`src/rtl/xheep_exit_status_reporter.sv`:
```
// Sticky capture of the first x_heep program exit, pass/fail LED and 4-phase PS handshake.
// Optional watchdog record enabled by defining XHEEP_EXIT_WATCHDOG_TIMEOUT_EN.
module xheep_exit_status_reporter #(
  parameter int unsigned BLINK_DIV_LOG2  = 24,
  parameter int unsigned ACK_SYNC_STAGES = 2,
  parameter logic [31:0] TIMEOUT_CYCLES  = 32'd500000000
) (
  input  logic        clk_gen,
  input  logic        rst_n,
  input  logic        exit_valid_i,
  input  logic [31:0] exit_value_i,
  input  logic        ps_ack_i,
  output logic        ps_req_o,
  output logic [31:0] ps_code_o,
  output logic        ps_pass_o,
  output logic        led_status_o,
  output logic [1:0]  state_o,
  output logic [7:0]  repeat_cnt_o,
  output logic        timeout_o
);

  typedef enum logic [1:0] {
    IDLE    = 2'b00,
    REQ     = 2'b01,
    ACK_LOW = 2'b10,
    DONE    = 2'b11
  } state_e;

  state_e                    state_q, state_d;
  logic                      valid_q;
  logic [ACK_SYNC_STAGES-1:0] ack_sync_q;
  logic [31:0]               code_q, code_d;
  logic                      pass_q, pass_d;
  logic                      req_q, req_d;
  logic                      led_q, led_d;
  logic                      tmo_q, tmo_d;
  logic [7:0]                rpt_q, rpt_d;
  logic [BLINK_DIV_LOG2-1:0] blink_q, blink_d;
  logic                      rise, ack_s, wd_fire;

  assign rise  = exit_valid_i & ~valid_q;
  assign ack_s = ack_sync_q[ACK_SYNC_STAGES-1];

`ifdef XHEEP_EXIT_WATCHDOG_TIMEOUT_EN
  logic [31:0] wd_cnt_q;

  // Counts only while waiting for the first exit; holds at all-ones.
  always_ff @(posedge clk_gen or negedge rst_n) begin
    if (!rst_n) begin
      wd_cnt_q <= '0;
    end else if (state_q == IDLE && wd_cnt_q != '1) begin
      wd_cnt_q <= wd_cnt_q + 32'd1;
    end
  end

  assign wd_fire = (state_q == IDLE) && (TIMEOUT_CYCLES != 32'd0) &&
                   (wd_cnt_q == TIMEOUT_CYCLES - 32'd1);
`else
  logic unused_timeout;
  assign unused_timeout = ^TIMEOUT_CYCLES;
  assign wd_fire = 1'b0;
`endif

  always_ff @(posedge clk_gen or negedge rst_n) begin
    if (!rst_n) begin
      state_q    <= IDLE;
      valid_q    <= 1'b0;
      ack_sync_q <= '0;
      code_q     <= '0;
      pass_q     <= 1'b0;
      req_q      <= 1'b0;
      led_q      <= 1'b0;
      tmo_q      <= 1'b0;
      rpt_q      <= '0;
      blink_q    <= '0;
    end else begin
      state_q    <= state_d;
      valid_q    <= exit_valid_i;
      ack_sync_q <= {ack_sync_q[ACK_SYNC_STAGES-2:0], ps_ack_i};
      code_q     <= code_d;
      pass_q     <= pass_d;
      req_q      <= req_d;
      led_q      <= led_d;
      tmo_q      <= tmo_d;
      rpt_q      <= rpt_d;
      blink_q    <= blink_d;
    end
  end

  always_comb begin
    state_d = state_q;
    code_d  = code_q;
    pass_d  = pass_q;
    req_d   = req_q;
    led_d   = led_q;
    tmo_d   = tmo_q;
    rpt_d   = rpt_q;
    blink_d = blink_q;

    // Fail records blink from the capture edge onward.
    if (state_q != IDLE && !pass_q) begin
      blink_d = blink_q + 1'b1;
      if (blink_q == '1) led_d = ~led_q;
    end

    if (rise && state_q != IDLE && rpt_q != 8'hFF) begin
      rpt_d = rpt_q + 8'd1;
    end

    unique case (state_q)
      IDLE: begin
        if (rise) begin
          code_d  = exit_value_i;
          pass_d  = (exit_value_i == 32'd0);
          req_d   = 1'b1;
          led_d   = 1'b1;
          blink_d = '0;
          state_d = REQ;
        end else if (wd_fire) begin
          code_d  = 32'hFFFF_FFFF;
          pass_d  = 1'b0;
          tmo_d   = 1'b1;
          req_d   = 1'b1;
          led_d   = 1'b1;
          blink_d = '0;
          state_d = REQ;
        end
      end
      REQ: begin
        if (ack_s) begin
          req_d   = 1'b0;
          state_d = ACK_LOW;
        end
      end
      ACK_LOW: begin
        if (!ack_s) state_d = DONE;
      end
      DONE: begin
        state_d = DONE;
      end
      default: begin
        state_d = IDLE;
      end
    endcase
  end

  assign ps_req_o     = req_q;
  assign ps_code_o    = code_q;
  assign ps_pass_o    = pass_q;
  assign led_status_o = led_q;
  assign state_o      = state_q;
  assign repeat_cnt_o = rpt_q;
  assign timeout_o    = tmo_q;

endmodule
```
`config.mk`:
```
export PLATFORM = sky130hd
export DESIGN_NAME = xheep_exit_status_reporter
export DESIGN_NICKNAME = d
export VERILOG_FILES = /design/src/rtl/xheep_exit_status_reporter.sv
export SDC_FILE = /design/constraint.sdc
export NUM_CORES = 1
export LEC_CHECK = 0
export BUFFER_PORTS_ARGS = -buffer_cell sky130_fd_sc_hd__buf_4
export CELL_PAD_IN_SITES_DETAIL_PLACEMENT = 0
export CELL_PAD_IN_SITES_GLOBAL_PLACEMENT = 2
export CORE_UTILIZATION = 34
export CTS_CLUSTER_DIAMETER = 80
export DETAILED_ROUTE_END_ITERATION = 16
export GPL_ROUTABILITY_DRIVEN = 0
export PLACE_DENSITY = 0.92
export REMOVE_ABC_BUFFERS = 1
export SYNTH_ARGS = -nofsm -noshare
export SYNTH_HDL_FRONTEND = slang
export SYNTH_SLANG_ARGS = --single-unit
```
`constraint.sdc`:
```
create_clock -name clk_gen -period 4.6 [get_ports clk_gen]
set_input_delay 0.92 -clock clk_gen [delete_from_list [all_inputs] [get_ports clk_gen]]
set_output_delay 0.92 -clock clk_gen [all_outputs]
set_load 0.1 [all_outputs]
```
==> impl_metrics.tcl, run 1 <==
set metrics [dict create \
    run_status "completed" \
    ios 82 \
    min_period_ps 2250 \
    cts_resized 0 \
    max_stage_delay_ps 810 \
    required_ps 4860 \
    yosysUniqueCellTypes 31 \
    netlist_top_cells_area "dfrtp_1, nand2_1, or4_1" \
    hold_slack_ps 349 \
    fin_crit_sh_pct 48.8 \
    cts_buffers 9 \
    cts_htree_levels 3 \
    cap_violations 0 \
    r2r-end "blink_q[18]$_DFF_PN0_" \
    rows 34 \
    place_ws_ps 2130 \
    setup_violations 0 \
    post-route-drc-count 0 \
    whs_endpoint "ack_sync_q[1]$_DFF_PN0_" \
    min_path_type "register to register" \
    placed_area_mm2 0.00387 \
    area_growth_pct 28.1 \
    multi_input_area_mm2 0.00129 \
    drt-initial-drc-count 203 \
    wl_per_cell_um 14.2 \
    tightestPinTransition_ps 985 \
    ys.flop_type "dfrtp_1" \
    tns_ps 0 \
    dieArea_mm2 0.00972 \
    placedCellCount 516 \
    drv_slew 0 \
    grt_pass1_vias 2788 \
    synth-seq-cells 72 \
    drive_gt1_share_pct 24.1 \
    r2r-start "blink_q[3]$_DFF_PN0_" \
    first_pass_iters 4 \
    synth_commonest_cells "nand2_1, dfrtp_1, a21oi_1" \
    synthArstFlopShare_pct 100 \
    cp_cell_sequence "nand4_1, or4_1, or4_1, a21oi_1" \
    syn_avg_cell_area_um2 9.31 \
    netSwitchingPower_mw 0.944 \
    syn_inst 341 \
    grt_pass1_wl_mm 13.3 \
    p_comb_share_pct 36.0 \
    yosys_warnings 0 \
    postCtsSetupBuffers 0 \
    worst_slack_ps 2350 \
    fillers 835 \
    fin_worst_skew_ps 4.81 \
    synth_edf_count 0 \
    utilization_pct 45.7 \
    worstPathMaxFanout 18 \
    reg2reg_slack_ps 2350 \
    p_total_mw 2.13 \
    whs_path_depth 0 \
    power_per_cell_area_mw_per_mm2 525 \
    core_area_mm2 0.00889 \
    hpwl_mm 5.02 \
    track_usage_pct 17.1 \
    arrival_ps 2500 \
    antenna_found_initial 0 \
    slew_headroom_pct 34.4 \
    power.leakage_nw 1.92 \
    grt-ovfl-total 0 \
    cts_hold_buf 0 \
    ys_seq_area_share_pct 56.8 \
    cts_root_buffer "clkbuf_8" \
    fin_area_mm2 0.00406 \
    peakVddDrop_uv 296 \
    switching_share_pct 44.2 \
    fmax_mhz 445 \
    syn_area_mm2 0.00317 \
    num_vias 2749 \
    yosysMostFrequentCell "nand2_1" \
    clk_latency_ps 340 \
    finalNonFillerCells 532 \
    synth_top_area_share_pct 56.8 \
    rsz0062_at_grt "false" \
    cp-start-kind "register" \
    cpMaxStageDelayCell "or4_1" \
    p_seq_share_pct 40.5 \
    grt_max_degree 73 \
    ff_latch_area_mm2 0.00180 \
    die_w_um 98.6 \
    ant_nets 0 \
    power_frac_clock_pct 23.5 \
    cts.clk_slew.worst_paths_ps 70 \
    ff2ff_path_depth 4 \
    cts_sinks 72 \
    start_util_pct 35.7 \
    antenna_cells 0 \
    port_buffers 80 \
    nets 457 \
    critPathCaptureType "register" \
    finalHoldViolations 0 \
    die_h_um 98.6 \
    p_int_mw 1.19 \
    hp-start "ack_sync_q[0]$_DFF_PN0_" \
    crit_type "register to register" \
    routed_wl_mm 7.57 \
    yosysTopAreaCell "dfrtp_1" \
    cts_buffer_depth 2 \
    cts_tree "done" \
    crit_top_cell "or4_1" \
    via_per_inst 5.17 \
]
==> area by class of cell <==
cell class | instances | share of cell area [%]
multi-input combinational | 249 | 31.9
clock buffer | 11 | 3.48
tap | 108 | 3.33
sequential | 72 | 44.3
clock inverter | 5 | 1.39
timing repair buffer | 82 | 15.1
inverter | 5 | 0.462
==> kinds of logic after synthesis <==
kind of cell               share of synthesized area, %
buffers and inverters                              2.64
adders and majority gates                         0.789
muxes                                             0.355
and+or+nand+nor                                    27.4
xor gates and xnor gates                           3.31
AOI/OAI and AO/OA                                  8.60
other                                             0.118
DFF                                                56.8
==> worst max-delay path, delay by kind of cell, from the launching register on <==
kind,cells,cell delay (ps)
AOI/OAI and AO/OA,1,160
DFF,1,440
and+or+nand+nor,3,1570
==> per-layer routing <==
metal / track usage [%] / wire length (µm) / part of all wire, %
met1: 22.3 / 3520 / 46
met2: 26.5 / 3340 / 44
met3: 5.74 / 598 / 7.9
met4: 6.66 / 115 / 1.5
met5: 0 / 0 / 0
==> cells in the final DEF, fill, tap and decap left out, types with 3 or more instances in the layout <==
master and instances:
nor4_1 9, or3_1 6, clkbuf_8 10, xor2_1 9, and4_1 3, xnor2_1 3, inv_1 5, nand4_1 9
nand3_1 12, o21ai_0 12, a21oi_1 16, nor2_1 10, o31ai_1 12, or4_1 13, buf_4 82, nand2_1 113
nand2b_1 3, dfrtp_1 72, nor3_1 4
==> power groups by stage <==
stage	registers, mW	logic (mW)	clock network, mW
floorplan	1.27	0.165	0
global placement	0.873	0.764	0
detailed placement	0.874	0.774	0
CTS	0.865	0.773	0.519
global route	0.888	0.813	0.547
finish	0.866	0.768	0.502
==> worst max path at each step <==
stage / from / endpoint / slack [ps] / cells past startpoint
floorplan: state_o[1]$_DFFE_PN0P_ / blink_q[3]$_DFF_PN0_ / 1420 / 3
global placement: exit_valid_i / ps_code_o[12]$_DFFE_PN0P_ / 2170 / 6
detailed placement: exit_valid_i / ps_code_o[13]$_DFFE_PN0P_ / 2130 / 6
CTS: blink_q[3]$_DFF_PN0_ / blink_q[18]$_DFF_PN0_ / 2310 / 4
global route: blink_q[4]$_DFF_PN0_ / blink_q[18]$_DFF_PN0_ / 2210 / 4
finish: blink_q[3]$_DFF_PN0_ / blink_q[18]$_DFF_PN0_ / 2350 / 4
==> registers in the layout, indices dropped and copies added (netlist names) <==
| register | cells |
|---|---|
| led_status_o | 1 |
| valid_q | 1 |
| state_o | 2 |
| ps_req_o | 1 |
| ps_code_o | 32 |
| ack_sync_q | 2 |
| blink_q | 24 |
| repeat_cnt_o | 8 |
| ps_pass_o | 1 |
Note: power is estimated with default switching activity, not from simulation.
==> run 2, diff against run 1 <==
--- a/config.mk
+++ b/config.mk
@@ -8,11 +8,11 @@
 export BUFFER_PORTS_ARGS = -buffer_cell sky130_fd_sc_hd__buf_4
 export CELL_PAD_IN_SITES_DETAIL_PLACEMENT = 0
 export CELL_PAD_IN_SITES_GLOBAL_PLACEMENT = 2
-export CORE_UTILIZATION = 34
+export CORE_UTILIZATION = 31
 export CTS_CLUSTER_DIAMETER = 80
 export DETAILED_ROUTE_END_ITERATION = 16
 export GPL_ROUTABILITY_DRIVEN = 0
-export PLACE_DENSITY = 0.92
+export PLACE_DENSITY = 0.85
 export REMOVE_ABC_BUFFERS = 1
 export SYNTH_ARGS = -nofsm -noshare
 export SYNTH_HDL_FRONTEND = slang
==> constraint.sdc (replaced) <==
create_clock -name clk_gen -period 2.2 [get_ports clk_gen]
set_input_delay 0.44 -clock clk_gen [delete_from_list [all_inputs] [get_ports clk_gen]]
set_output_delay 0.44 -clock clk_gen [all_outputs]
set_load 0.1 [all_outputs]
==> run 2 against run 1 <==
Net effect:
- flip-flop and latch count unchanged
- cell count increased by 6.2%
- register-to-register slack worse by 2200 ps
- sequential power rose by 110%
- routed wire length down 0.49%
- sequential share of layout area shrank 1.3 points
- cell area up 3.0%
- via count grew 0.22%
- die area is 9.5% higher
- critical path type unchanged
- largest cell class unchanged
==> impl_metrics.tcl, run 2 (synthesized netlist as in run 1, its figures left out) <==
set metrics [dict create \
    finalHoldViolations 0 \
    cts_buffer_depth 2 \
    cts.clk_slew.worst_paths_ps 80 \
    drt-initial-drc-count 89 \
    cap_violations 0 \
    crit_type "register to register" \
    final_cell_mix "nand2_1, buf_4, dfrtp_1" \
    cpMaxStageDelayCell "or4_1" \
    final_common_cell "nand2_1" \
    power_per_cell_area_mw_per_mm2 1080 \
    cts_htree_levels 3 \
    peakVddDrop_uv 502 \
    postCtsSetupBuffers 0 \
    cts_root_buffer "clkbuf_8" \
    grt_pass1_vias 2676 \
    cp-start-kind "register" \
    min_path_type "input pin to asynchronous set/reset pin" \
    drive_gt1_share_pct 25.7 \
    routed_wl_mm 7.54 \
    arrival_ps 2350 \
    cts_buffers 9 \
    die_w_um 103 \
    cts_hold_buf 0 \
    ios 82 \
    post-route-drc-count 0 \
    required_ps 2460 \
    antenna_cells 0 \
    fillers 997 \
    first_pass_iters 4 \
    cts_resized 0 \
    rows 36 \
    start_util_pct 32.2 \
    tns_ps 0 \
    dieArea_mm2 0.0106 \
    antenna_found_initial 0 \
    fmax_mhz 480 \
    cp_top_family "simple AND/OR/NAND/NOR gates" \
    wl_per_cell_um 13.3 \
    cp_cell_sequence "nand4_1, or4_1, buf_4, or4_1, a21oi_1" \
    placedCellCount 549 \
    cts_tree "done" \
    largest_register_ff_count 32 \
    fin_crit_sh_pct 94.7 \
    cts_sinks 72 \
    run_status "completed" \
    nets 465 \
    crit_top_cell "or4_1" \
    grt_max_degree 54 \
    area_growth_pct 32.0 \
    num_vias 2755 \
    via_per_inst 4.88 \
    hpwl_mm 5.23 \
    max_stage_delay_ps 540 \
    worstPathMaxFanout 18 \
    startpoint "blink_q[3]$_DFF_PN0_" \
    cp.buffers_inverters 1 \
    grt-ovfl-total 0 \
    clk_latency_ps 340 \
    fin_worst_skew_ps 8.18 \
    finalNonFillerCells 565 \
    ant_nets 0 \
    power.leakage_nw 1.97 \
    drv_slew 0 \
    r2r-start "blink_q[3]$_DFF_PN0_" \
    rsz0062_at_grt "false" \
    critPathCaptureType "register" \
    track_usage_pct 15.3 \
    port_buffers 80 \
    die_h_um 103 \
    setup_violations 0 \
    grt_pass1_wl_mm 12.4 \
    min_period_ps 2080 \
    core_area_mm2 0.00986 \
]
[run 2: stage by stage]
| stage | hold slack (ps) | power [mW] | setup slack [ps] | util, % | instance area [µm²] |
|---|---|---|---|---|---|
| 2_1_floorplan | 144 | 3.01 | -984 | - | 3110 |
| 3_3_place_gp | 334 | 3.43 | 231 | 40.4 | 3980 |
| 3_5_place_dp | 346 | 3.46 | 134 | 40.4 | 3980 |
| 4_1_cts | 46.7 | 4.55 | 105 | 42.5 | 4190 |
| 5_1_grt | 51.3 | 4.73 | 11.4 | 42.5 | 4190 |
| 6_report | 36.3 | 4.50 | 116 | 42.5 | 4190 |
[run 2: layout make-up]
cell class,instances,area [µm²],area share [%]
Inverter,5,18.8,0.448
Sequential cell,72,1800,43.0
Timing Repair Buffer,90,701,16.7
Clock buffer,10,138,3.29
Multi-Input combinational cell,249,1290,30.9
Tap cell,133,166,3.97
Clock inverter,6,67.6,1.61
[run 2: worst register-to-register path: stages (launching register included)]
cell     delay (ps)
dfrtp_1         430
nand4_1         160
or4_1           540
buf_4           200
or4_1           510
a21oi_1         180
[run 2: worst paths after layout]
| kind | to | slack, ps | depth (start not counted) |
|---|---|---|---|
| min reg2reg | ack_sync_q[1]$_DFF_PN0_ | 360 | 0 |
| max in group asynchronous | ps_code_o[1]$_DFFE_PN0P_ | 1590 | 2 |
| min in group clk_gen | ack_sync_q[0]$_DFF_PN0_ | 200 | 1 |
| min | repeat_cnt_o[7]$_DFFE_PN0P_ | 40 | 1 |
| max reg2reg | blink_q[22]$_DFF_PN0_ | 120 | 5 |
| max | blink_q[22]$_DFF_PN0_ | 120 | 5 |
[run 2: layer usage]
layer	routed length (µm)	vias to the layer above	track usage (%)	part of all wire, %
met5	0	-	0	0
li1	-	1347	-	-
met3	329	7	3.70	4.4
met4	104	0	6.07	1.4
met1	3460	1340	19.9	46
met2	3640	61	24.6	48
[run 2: report_power, final]
part	switching, mW	leakage (nW)	internal [mW]
registers	0.233	0.883	1.56
clock network	0.516	0.0989	0.558
logic	1.24	0.985	0.398
total	1.99	1.97	2.52
